--- src/rtl/tetris_pkg.sv ---
// Shared types and constants for the 4x8 Tetris sequencing controller.
// Board word layout: row r occupies bits [4r+3:4r]; row 0 is the top/spawn row.
package tetris_pkg;

    localparam int ROWS = 8;
    localparam int COLS = 4;

    typedef enum logic [2:0] {
        S_IDLE  = 3'd0,
        S_SPAWN = 3'd1,
        S_FALL  = 3'd2,
        S_LOCK  = 3'd3,
        S_CLEAR = 3'd4,
        S_OVER  = 3'd5
    } state_t;

    // Spawn shapes, all anchored at column 1 of the top row.
    localparam logic [31:0] MASK_SINGLE = 32'h0000_0002;
    localparam logic [31:0] MASK_BAR2   = 32'h0000_0006;
    localparam logic [31:0] MASK_SQUARE = 32'h0000_0066;
    localparam logic [31:0] MASK_ELL    = 32'h0000_0062;

    // Column 0 and column 3 of every row, used for wall checks on lateral moves.
    localparam logic [31:0] COL0_MASK = 32'h1111_1111;
    localparam logic [31:0] COL3_MASK = 32'h8888_8888;

    // True when every cell of row r is occupied.
    function automatic logic row_full(input logic [31:0] board, input logic [2:0] r);
        return &board[{r, 2'b00} +: COLS];
    endfunction

    // Piece mask for a given shape selector.
    function automatic logic [31:0] spawn_mask(input logic [1:0] sel);
        logic [31:0] m;
        case (sel)
            2'b00:   m = MASK_SINGLE;
            2'b01:   m = MASK_BAR2;
            2'b10:   m = MASK_SQUARE;
            2'b11:   m = MASK_ELL;
            default: m = MASK_SINGLE;
        endcase
        return m;
    endfunction

endpackage

--- src/rtl/tetris_game_ctrl_row_remove.sv ---
// Removes one row from the board: rows above it drop by one, the top row refills empty.
module row_remove
    import tetris_pkg::*;
(
    input  logic [31:0] board,
    input  logic [2:0]  r,
    output logic [31:0] shifted
);

    // Rows below r keep their place; rows at or above r take the row one higher up.
    always_comb begin
        shifted = 32'h0000_0000;
        for (int i = 1; i < ROWS; i++) begin
            if (3'(i) > r) begin
                shifted[4*i +: 4] = board[4*i +: 4];
            end else begin
                shifted[4*i +: 4] = board[4*(i-1) +: 4];
            end
        end
    end

endmodule

--- src/rtl/tetris_game_ctrl.sv ---
// Tetris sequencing controller: owns the settled board, active piece, gravity
// counter and score, and schedules spawn / fall / lock / one-row-per-cycle clearing.
module tetris_game_ctrl
    import tetris_pkg::*;
#(
    parameter int DROP_TICKS = 16,
    parameter int SCORE_W    = 8
) (
    input  logic               clka,
    input  logic               rst_n,
    input  logic               start,
    input  logic               move_left,
    input  logic               move_right,
    input  logic [1:0]         piece_sel,
    output logic [31:0]        board_out,
    output logic [2:0]         state,
    output logic [SCORE_W-1:0] score,
    output logic               line_pulse,
    output logic               game_over
);

    localparam int CNT_W = $clog2(DROP_TICKS);
    localparam logic [CNT_W-1:0] TICK_LAST = CNT_W'(DROP_TICKS - 1);
    localparam logic [SCORE_W-1:0] SCORE_MAX = {SCORE_W{1'b1}};

    state_t             state_r, state_n;
    logic [31:0]        board_r, board_n;
    logic [31:0]        piece_r, piece_n;
    logic [SCORE_W-1:0] score_r, score_n;
    logic [CNT_W-1:0]   cnt_r, cnt_n;
    logic               pulse_r, pulse_n;
    logic               over_r;

    logic [31:0] mask_s;
    logic [31:0] cleared_s;
    logic        full_found_s;
    logic [2:0]  full_row_s;
    logic        tick_s;
    logic        down_blocked_s;
    logic        left_ok_s;
    logic        right_ok_s;

    assign mask_s         = spawn_mask(piece_sel);
    assign tick_s         = (cnt_r == TICK_LAST);
    assign down_blocked_s = (piece_r[31:28] != 4'b0000) ||
                            (({piece_r[27:0], 4'b0000} & board_r) != 32'h0000_0000);
    assign left_ok_s      = ((piece_r & COL0_MASK) == 32'h0000_0000) &&
                            (({1'b0, piece_r[31:1]} & board_r) == 32'h0000_0000);
    assign right_ok_s     = ((piece_r & COL3_MASK) == 32'h0000_0000) &&
                            (({piece_r[30:0], 1'b0} & board_r) == 32'h0000_0000);

    // Priority encoder: the last full row seen in the ascending scan is the lowest on screen.
    always_comb begin
        full_found_s = 1'b0;
        full_row_s   = 3'd0;
        for (int i = 0; i < ROWS; i++) begin
            if (row_full(board_r, 3'(i))) begin
                full_found_s = 1'b1;
                full_row_s   = 3'(i);
            end else begin
                full_found_s = full_found_s;
                full_row_s   = full_row_s;
            end
        end
    end

    row_remove u_row_remove (
        .board   (board_r),
        .r       (full_row_s),
        .shifted (cleared_s)
    );

    // Next-state and datapath update for every FSM state.
    always_comb begin
        state_n = state_r;
        board_n = board_r;
        piece_n = piece_r;
        score_n = score_r;
        cnt_n   = cnt_r;
        pulse_n = 1'b0;
        case (state_r)
            S_IDLE: begin
                board_n = 32'h0000_0000;
                piece_n = 32'h0000_0000;
                score_n = '0;
                cnt_n   = '0;
                if (start) begin
                    state_n = S_SPAWN;
                end else begin
                    state_n = S_IDLE;
                end
            end
            S_SPAWN: begin
                // The piece loads even on overlap so the collision stays visible in OVER.
                piece_n = mask_s;
                cnt_n   = '0;
                if ((mask_s & board_r) != 32'h0000_0000) begin
                    state_n = S_OVER;
                end else begin
                    state_n = S_FALL;
                end
            end
            S_FALL: begin
                if (tick_s) begin
                    cnt_n = '0;
                    if (down_blocked_s) begin
                        state_n = S_LOCK;
                    end else begin
                        piece_n = {piece_r[27:0], 4'b0000};
                    end
                end else begin
                    cnt_n = cnt_r + CNT_W'(1);
                    if (move_left && !move_right && left_ok_s) begin
                        piece_n = {1'b0, piece_r[31:1]};
                    end else if (move_right && !move_left && right_ok_s) begin
                        piece_n = {piece_r[30:0], 1'b0};
                    end else begin
                        piece_n = piece_r;
                    end
                end
            end
            S_LOCK: begin
                board_n = board_r | piece_r;
                piece_n = 32'h0000_0000;
                state_n = S_CLEAR;
            end
            S_CLEAR: begin
                if (full_found_s) begin
                    board_n = cleared_s;
                    pulse_n = 1'b1;
                    if (score_r != SCORE_MAX) begin
                        score_n = score_r + SCORE_W'(1);
                    end else begin
                        score_n = score_r;
                    end
                end else begin
                    state_n = S_SPAWN;
                end
            end
            S_OVER: begin
                if (start) begin
                    board_n = 32'h0000_0000;
                    piece_n = 32'h0000_0000;
                    score_n = '0;
                    cnt_n   = '0;
                    state_n = S_SPAWN;
                end else begin
                    state_n = S_OVER;
                end
            end
            default: begin
                state_n = S_IDLE;
                board_n = 32'h0000_0000;
                piece_n = 32'h0000_0000;
                score_n = '0;
                cnt_n   = '0;
            end
        endcase
    end

    // State and datapath registers with synchronous active-low reset.
    always_ff @(posedge clka) begin
        if (!rst_n) begin
            state_r <= S_IDLE;
            board_r <= 32'h0000_0000;
            piece_r <= 32'h0000_0000;
            score_r <= '0;
            cnt_r   <= '0;
            pulse_r <= 1'b0;
            over_r  <= 1'b0;
        end else begin
            state_r <= state_n;
            board_r <= board_n;
            piece_r <= piece_n;
            score_r <= score_n;
            cnt_r   <= cnt_n;
            pulse_r <= pulse_n;
            over_r  <= (state_n == S_OVER);
        end
    end

    assign board_out  = board_r | piece_r;
    assign state      = state_r;
    assign score      = score_r;
    assign line_pulse = pulse_r;
    assign game_over  = over_r;

endmodule

--- config.mk ---
export PLATFORM = sky130hd
export DESIGN_NAME = tetris_game_ctrl
export DESIGN_NICKNAME = d
export VERILOG_FILES = /design/src/rtl/tetris_pkg.sv /design/src/rtl/tetris_game_ctrl_row_remove.sv /design/src/rtl/tetris_game_ctrl.sv
export SDC_FILE = /design/constraint.sdc
export NUM_CORES = 1
export LEC_CHECK = 0
export BUFFER_PORTS_ARGS = -buffer_cell sky130_fd_sc_hd__buf_2
export CORE_ASPECT_RATIO = 2
export CORE_MARGIN = 1
export CORE_UTILIZATION = 61
export CTS_BUF_LIST = sky130_fd_sc_hd__clkbuf_4 sky130_fd_sc_hd__clkbuf_8
export DETAILED_ROUTE_END_ITERATION = 7
export PLACE_DENSITY = 0.82
export SLEW_MARGIN = 10
export SYNTH_ARGS = -nofsm -noshare
export SYNTH_HDL_FRONTEND = slang
export SYNTH_HIERARCHICAL = 1
export SYNTH_SLANG_ARGS = --single-unit
--- constraint.sdc ---
create_clock -name clka -period 2.7 [get_ports clka]
set_input_delay 0.27 -clock clka [delete_from_list [all_inputs] [get_ports clka]]
set_output_delay 0.27 -clock clka [all_outputs]
set_load 0.03 [all_outputs]
==> run metrics <==
Worst Hold Class in -> reg; Main synth FF type dfxtp_1; initial antenna violation count 0; crit-path cells nand4_1 > nand3_1 > nand3_2 > o21ai_4 > mux2_2 > and2_1 > nor2_1 > nor2_1 > o221a_2; total CTS buffers 9; Max Slew Vio Count 0; Core Area 0.008588 mm²; starting density of the core 0.6233; Remaining Overflow, GRT 0; NetSw 0.8420 mW; CP Launch Type flip-flop; internal power 2.014 mW; post-synthesis async set-or-reset flop share 0; RSZ-0062 raised after global routing false; fillers ~670; status completed; Synth cell types between 50 and 60; Hold Buf Count CTS 0; f_max about 380 MHz; Post-Syn Instances about 670; DRC errors left 0; Ports 52; CP top delay family simple AND/OR/NAND/NOR gates; vias roughly 5900; #FFs+latches synth between 80 and 90; LEAKAGE roughly 3 nW; TNS Setup 0 ps; Slowest Stage Delay on Critical Path 400 ps; clock latency on the worst-skew pair 380 ps; Max H-tree Level 3; Mapped Area approximately 0.0054 mm²; Max transition margin 0.6405; fin worst setup slack 63.35 ps; Seq pwr share 0.432; Clk network pwr share 0.387; Final min period 2637 ps; Die X between 60 and 70 µm; Core Rows 48; clk buf depth 2; Vert. Die Dim 134.5 µm; Setup Viol. Count Final 0; largest net degree at the start of global routing 38; final worst-path cycle share 0.9765; Final Hold Fails 0; Synth Warn # 6; worst vdd ir around 0.34 mV; Required @ worst endpoint 2970 ps; WP data arrival 2910 ps; vias in the first global route 5715; drt wl/cell between 20 and 25 µm; pre-CTS WS roughly 62 ps; PortBufs slightly above 50; post-synthesis sequential area ratio 0.3029; slowest stage cell, crit path mux2_2; most frequent CP cell nor2_1; Vias/cell between 7 and 8; mean post-synth cell area roughly 8 µm²; nets 750; Die ar. a little over 0.009 mm²; Worst Tran Pin Value roughly 540 ps; global-route wire length before repair roughly 30000 µm; PD cells 453.3 mW/mm²; post-layout util 0.7337; Routed met1 length between 6000 and 7000 µm; critical setup path kind reg -> reg; switching portion of total power 0.2948; share of layout cells above drive strength 1 0.3086; CP endpoint kind flip-flop; highest metal layer with signal wires met4; area delta synth->final 17.72%; Critical Path Fanout Max 6; GPL Wtd Cong ~1.0; number of max-cap violations 0; Initial DRT Pass Iterations 5; DR WL met2 about 9700 µm; final hold slack around 400 ps; Total GRT Usage 0.4521; Clock Sinks 81; DRT iter0 DRCs ~650; Buf/Inv on CP 0; Tot Pwr about 2.9 mW; combinational share of power 0.181; aggregate routed wire length about 20000 µm; diode count 0; Clock Pin Slew Worst Setup and Hold Paths 80 ps; Final ANT Viol Nets 0; met3 routed WL ~1700 µm; Post-DP HPWL roughly 14000 µm; clock skew roughly 8.1 ps; number of synthesized flops with an enable pin 0; root buf cell clkbuf_8; CTS tree built
## state kept, by name, indices dropped and copies added (netlist names)
| signal | count |
|---|---|
| board_r | 32 |
| piece_r | 32 |
| line_pulse | 1 |
| score | 8 |
| state | 3 |
| cnt_r | 4 |
| game_over | 1 |
## layer usage
| metal | up-vias | track usage |
|---|---|---|
| met5 | - | 0 |
| met4 | 0 | 0.3414 |
| met3 | 138 | 0.1427 |
| met2 | 396 | 0.7190 |
| met1 | 2793 | 0.4753 |
| li1 | 2577 | - |
## path summary, 6_finish.rpt
| path | cells past startpoint | to | slack, ps | from |
|---|---|---|---|---|
| min | 5 | state[0]$_SDFF_PN0_ | 400 | start |
| max reg2reg | 9 | board_r[21]$_SDFFE_PN0P_ | 60 | board_r[20]$_SDFFE_PN0P_ |
| max | 9 | board_r[21]$_SDFFE_PN0P_ | 60 | board_r[20]$_SDFFE_PN0P_ |
| min reg2reg | 1 | cnt_r[3]$_SDFFE_PN0P_ | 480 | cnt_r[3]$_SDFFE_PN0P_ |
## cell families (layout without fill, tap and decap cells)
| logic type | after synthesis | count (layout) | share of synthesized area |
|---|---|---|---|
| compound gates | 171 | 171 | 0.2492 |
| xor+xnor | 7 | 7 | 0.01145 |
| fa+ha+maj | 5 | 5 | 0.01169 |
| buf+inv | 76 | 147 | 0.06054 |
| flops | 81 | 81 | 0.3029 |
| mux | 43 | 43 | 0.08742 |
| other cells | 1 | 4 | 0.0007006 |
| simple gates | 284 | 284 | 0.2761 |
## power by group through the flow
stage	Sequential, mW	Combinational [mW]	Clock (mW)
final	1.23	0.517	1.11
after global routing	1.24	0.550	1.14
after CTS	1.23	0.508	1.10
after detailed placement	1.26	0.507	0
after global placement	1.26	0.496	0
after floorplan	1.26	0.313	0
## cell usage in the layout (no fill, tap or decap), types with 6 or more instances in the layout
cell / n
a211oi_1: 8
a21oi_1: 22
a221oi_1: 11
a22o_1: 8
a22oi_1: 25
and2_1: 35
buf_2: 51
buf_4: 68
clkbuf_8: 9
dfxtp_1: 81
inv_1: 10
mux2_2: 30
mux2i_1: 13
nand2_1: 30
nand3_1: 34
nand4_1: 22
nor2_1: 92
nor3b_1: 7
nor4_1: 7
o21ai_0: 23
o21ai_1: 13
o221a_1: 17
o221a_2: 15
o31ai_1: 7
o41ai_2: 6
or2_2: 32
xor2_1: 6
## Yosys cell counts (15+ instances only)
master	n	share of area
nor2_1	93	0.065
dfxtp_1	81	0.30
clkbuf_1	47	0.033
and2_1	35	0.041
nand3_1	35	0.033
or2_2	32	0.037
mux2_2	30	0.063
nand2_1	30	0.021
a22oi_1	25	0.035
a21oi_1	23	0.022
o21ai_0	23	0.022
nand4_1	22	0.026
o221a_1	17	0.036
o221a_2	15	0.032
## repair_timing
item / 4_1_cts / 5_1_grt
resized for setup: 0 / 6
setup endpoints to repair: 0 / 18
endpoints found under the hold margin: 0 / 0
buffers inserted: 0 / 1
## tightest hold or removal path, stage by stage
cell and delay (ps):
buf_2 110, nor2_1 80, a211o_1 100, a21o_1 110, a21oi_1 70
## cell type report
type / instances / area, µm² / share of cell area
repair buffers: 122 / 825.8 / 0.1311
multi-input cells: 514 / 3455 / 0.5483
well taps: 100 / 125.1 / 0.01986
flip-flops and latches: 81 / 1622 / 0.2573
clock inverters: 3 / 90.09 / 0.01430
clock buffers: 12 / 146.4 / 0.02323
inverters: 10 / 37.54 / 0.005957
## stage by stage
stage	instance area [µm²]	instances
floorplan	5364	671
global placement	6027	826
detailed placement	6027	826
CTS	6264	841
global route	6301	842
finish	6301	842
No activity file was read; power rests on OpenSTA's default activity.
